File: config.mk
export PLATFORM = sky130hd
export DESIGN_NAME = module_display_7seg_scan
export DESIGN_NICKNAME = d
export VERILOG_FILES = /design/src/rtl/module_display_7seg_scan.sv
export SDC_FILE = /design/constraint.sdc
export NUM_CORES = 1
export LEC_CHECK = 0
export ABC_CLOCK_PERIOD_IN_PS = 4050
export CAP_MARGIN = 25
export CELL_PAD_IN_SITES_DETAIL_PLACEMENT = 1
export CELL_PAD_IN_SITES_GLOBAL_PLACEMENT = 1
export CORE_ASPECT_RATIO = 0.5
export CORE_MARGIN = 1.5
export CORE_UTILIZATION = 25
export CTS_BUF_LIST = sky130_fd_sc_hd__clkbuf_16
export DETAILED_ROUTE_END_ITERATION = 7
export GPL_TIMING_DRIVEN = 0
export HOLD_SLACK_MARGIN = 0.12
export PLACE_DENSITY = 0.62
export SYNTH_ARGS = -nofsm -noshare
export SYNTH_HDL_FRONTEND = slang
export SYNTH_SLANG_ARGS = --single-unit
export TNS_END_PERCENT = 5
File: constraint.sdc
create_clock -name clk -period 4.05 [get_ports clk]
set_input_delay 0.81 -clock clk [delete_from_list [all_inputs] [get_ports clk]]
set_output_delay 0.81 -clock clk [all_outputs]
set_load 0.1 [all_outputs]
File: src/rtl/module_display_7seg_scan.sv
// Time-multiplexed hex 7-segment driver: shadow-captured nibbles scanned round-robin onto shared active-low cathodes.
// Optional feature: define LEADING_ZERO_BLANK_EN to blank leading zero digits (digit 0 always shown).
module module_display_7seg_scan #(
    parameter int N_DIGITS    = 4,
    parameter int REFRESH_DIV = 50000
) (
    input  logic                    clk,
    input  logic                    rst,
    input  logic                    en,
    input  logic                    load,
    input  logic [4*N_DIGITS-1:0]   data,
    input  logic [N_DIGITS-1:0]     dp_mask,
    output logic [7:0]              seg,
    output logic [N_DIGITS-1:0]     an
);

    localparam int DIV_W = $clog2(REFRESH_DIV + 1);
    localparam int IDX_W = $clog2(N_DIGITS + 1);
    localparam logic [DIV_W-1:0] DIV_LAST = DIV_W'(REFRESH_DIV - 1);
    localparam logic [IDX_W-1:0] IDX_LAST = IDX_W'(N_DIGITS - 1);

    logic [4*N_DIGITS-1:0] shadow_data;
    logic [N_DIGITS-1:0]   shadow_dp;
    logic [DIV_W-1:0]      div_cnt;
    logic [IDX_W-1:0]      idx;

    logic [3:0]            nib;
    logic                  dp_bit;
    logic                  blank;
    logic [N_DIGITS-1:0]   an_nxt;
    logic [7:0]            seg_nxt;

    function automatic logic [6:0] glyph(input logic [3:0] n);
        case (n)
            4'h0: glyph = 7'h40;
            4'h1: glyph = 7'h79;
            4'h2: glyph = 7'h24;
            4'h3: glyph = 7'h30;
            4'h4: glyph = 7'h19;
            4'h5: glyph = 7'h12;
            4'h6: glyph = 7'h02;
            4'h7: glyph = 7'h78;
            4'h8: glyph = 7'h00;
            4'h9: glyph = 7'h10;
            4'hA: glyph = 7'h08;
            4'hB: glyph = 7'h03;
            4'hC: glyph = 7'h46;
            4'hD: glyph = 7'h21;
            4'hE: glyph = 7'h06;
            default: glyph = 7'h0E;
        endcase
    endfunction

    // Digit select by explicit compare so idx width never has to match the vector index width.
    always_comb begin
        nib    = '0;
        dp_bit = 1'b0;
        blank  = 1'b0;
        an_nxt = '1;
        for (int j = 0; j < N_DIGITS; j++) begin
            if (int'(idx) == j) begin
                nib       = shadow_data[4*j +: 4];
                dp_bit    = shadow_dp[j];
                an_nxt[j] = 1'b0;
`ifdef LEADING_ZERO_BLANK_EN
                if (j > 0 && (shadow_data >> (4*j)) == '0)
                    blank = 1'b1;
`endif
            end
        end
        seg_nxt = {~dp_bit, blank ? 7'h7F : glyph(nib)};
    end

    always_ff @(posedge clk or posedge rst) begin
        if (rst) begin
            shadow_data <= '0;
            shadow_dp   <= '0;
            div_cnt     <= '0;
            idx         <= '0;
            seg         <= 8'hFF;
            an          <= '1;
        end else begin
            if (load) begin
                shadow_data <= data;
                shadow_dp   <= dp_mask;
            end
            if (en) begin
                seg <= seg_nxt;
                an  <= an_nxt;
                if (div_cnt == DIV_LAST) begin
                    div_cnt <= '0;
                    idx     <= (idx == IDX_LAST) ? '0 : idx + 1'b1;
                end else begin
                    div_cnt <= div_cnt + 1'b1;
                end
            end else begin
                div_cnt <= '0;
                idx     <= '0;
                seg     <= 8'hFF;
                an      <= '1;
            end
        end
    end

endmodule

==> run_results.csv <==
group,metric,value,unit
status,status,"completed",
sta,drv_slew,0,
placement,gp_congestion,0.800,
floorplanning,die_area,10700,µm²
synth,synth_area,2510,µm²
synth,syn_inst,228,
floorplanning,die-height,73.8,µm
floorplanning,pin_count,36,
floorplanning,die_w,145,µm
setup_path,cp-end-kind,"flip-flop",
placement,port_buffers,34,
sta,holdWs,504,ps
clock_tree,cts.root.buffer_cell,"clkbuf_16",
final_layout,area_growth,27.8,%
synth,yosysWarningCount,0,
clock_tree,clock_latency,290,ps
sta,final.setup_skew,9.92,ps
setup_path,required,4260,ps
clock_tree,h-tree-depth,2,
drt,vias,1796,
setup_path,reg2reg_depth,10,
setup_path,critPathLaunch,"idx[1]",
sta,worstMarginPinSlew,991,ps
setup_path,path_class,"flip-flop to flip-flop",
sta,tns,0,ps
sta,fmax,0.336,GHz
setup_path,reg2reg_from,"idx[1]",
grt,grt_pass1_vias,1966,
setup_path,r2r_end,"seg[0]",
clock_tree,hold_buffers,0,
clock_tree,clk_path_buf_depth,2,
drt,drtPass1Iterations,4,
grt,track_usage,12.0,%
setup_path,crit_end,"seg[0]",
clock_tree,cts_resized,0,
clock_tree,cts_inserted_buffers,5,
clock_tree,postCtsSetupRepairBufs,0,
synth,syn_nets,264,
sta,slew_headroom,33.8,%
drt,vias_per_cell,4.42,
pwr,vdd_ir_drop_max,205,µV
synth,synth_edf_count,0,
drt,initialDrtViolationCount,68,
clock_tree,clock_sinks,51,
pwr,power_density,402,nW/µm²
synth,synth_seq_area_share,51.5,%
final_layout,antenna_cells,0,
final_layout,drive_gt1_share,18.1,%
setup_path,r2r_slack,1070,ps
floorplanning,core,9600,µm²
sta,min_period,2980,ps
setup_path,arrival,3190,ps
synth,synth-seq-cells,51,
clock_tree,cts.reportedPaths.clkPinSlew,70,ps
final_layout,nets,306,
final_layout,final_util,33.4,%
sta,finalCritPeriodShare,73.5,%
setup_path,crit_path_max_fanout,10,
min_path,min_path_type,"flip-flop to flip-flop",
sta,rsz0062_at_grt,"no",
sta,setup_viol,0,
pwr,leakagePower,1.34,nW
clock_tree,tritoncts,"done",
grt,grt_remaining_overflow,0,
drt,drc_errors,0,
sta,final_hold_viol_count,0,
grt,grt_pass1_wl,9910,µm
min_path,hold_depth,1,
grt,grt_max_degree,28,
run,cap_violations,0,
grt,antenna_found_initial,0,
synth,synthFlopType,"dfrtp_1",
floorplanning,start_util,26.1,%
drt,wirelength,5710,µm
floorplanning,rows,25,
synth,ys_async_sr_fraction,100,%
drt,wl_per_cell,14.1,µm
synth,yosys.cell_types.count,44,
setup_path,worstSetupStartpointType,"flip-flop",
synth,syn_area_per_cell,11.0,µm²
placement,hpwlAfterDp,4290,µm
pwr,design_power_total,1.29,mW
final_layout,fillers,1082,
drt,ant_nets,0,
==> sequential cells by signal, summed over array words and instances, names as in the netlist <==
name and flops:
div_cnt 16, shadow_data 16, seg 8, an 4, shadow_dp 4, idx 3
==> logic make-up after synthesis <==
kind of cell               share of synthesized area (%)
muxes                                               10.1
buffers and inverters                               3.74
and+or+nand+nor                                     14.8
AOI/OAI and AO/OA                                   8.63
adders and majority gates                           5.99
DFF                                                 51.5
xor gates and xnor gates                            5.24
==> power by group <==
part           internal [mW]  total (mW)  switching [mW]
clock                  0.292       0.485           0.193
sequential             0.550       0.566          0.0164
combinational         0.0853       0.237           0.152
total                  0.927        1.29           0.361
==> cell type report <==
class                   instances  area (µm²)  area share, %
multi-input cells             157        1120           35.0
flip-flops and latches         51        1290           40.3
plain buffers                  10        56.3           1.76
clock inverters                 3        42.5           1.33
inverters                      10        37.5           1.17
clock buffers                   5         125           3.90
well taps                     135         169           5.27
repair buffers                 35         360           11.2
==> cells in the mapped netlist (5+ instances only) <==
cell type,count,area (µm²)
a21oi_1,5,25.0
dfrtp_1,39,976
dfstp_2,12,315
ha_1,12,150
inv_1,9,33.8
mux2_2,18,203
mux2i_1,5,50.1
nand2_1,24,90.1
nand3_1,10,50.1
nor2_1,21,78.8
nor2b_1,5,31.3
o21ai_0,7,35.0
xnor2_1,6,52.6
xor2_1,9,78.8
==> how the worst min path moves through the flow <==
stage | slack, ps | end | startpoint
6_report | 500 | shadow_data[1] | shadow_data[1]
5_1_grt | 520 | shadow_data[1] | shadow_data[1]
4_1_cts | 510 | shadow_data[1] | shadow_data[1]
3_5_place_dp | 490 | shadow_data[1] | shadow_data[1]
3_3_place_gp | 490 | shadow_data[1] | shadow_data[1]
2_1_floorplan | 470 | div_cnt[0] | div_cnt[0]
==> cell usage in the layout, fill, tap and decap left out, types with 5 or more instances in the layout <==
| cell | Yosys | final |
|---|---|---|
| nand2_1 | 24 | 24 |
| nor2b_1 | 5 | 5 |
| clkdlybuf4s50_1 | 0 | 34 |
| xor2_1 | 9 | 9 |
| mux2i_1 | 5 | 5 |
| nor2_1 | 21 | 21 |
| clkbuf_16 | 0 | 5 |
| inv_1 | 9 | 8 |
| a21oi_1 | 5 | 5 |
| dfstp_2 | 12 | 12 |
| ha_1 | 12 | 12 |
| xnor2_1 | 6 | 6 |
| mux2_2 | 18 | 18 |
| nand3_1 | 10 | 10 |
| o21ai_0 | 7 | 7 |
| dfrtp_1 | 39 | 39 |
==> critical path, stage by stage (launching register included) <==
cell and delay (ps):
dfrtp_1 420, inv_1 100, ha_1 170, clkbuf_1 380, nor2b_1 90, a221oi_1 320
o32a_1 360, inv_1 140, ha_1 270, or4_1 540, o311a_1 130
==> per-stage QoR <==
step / instances / area [µm²] / setup WS, ps
final: 406 / 3200 / 1070
after global routing: 406 / 3200 / 758
after CTS: 406 / 3200 / 1030
after detailed placement: 398 / 3040 / 1050
after global placement: 397 / 3020 / 1020
after floorplan: 228 / 2510 / 1530
==> routing by layer <==
metal,track usage [%],wire [µm],vias to the layer above
li1,-,-,869
met4,3.37,57,0
met3,2.67,135,4
met2,20.0,2640,16
met1,15.9,2880,907
met5,0,0,-
No activity file was read; power rests on OpenSTA's default activity.
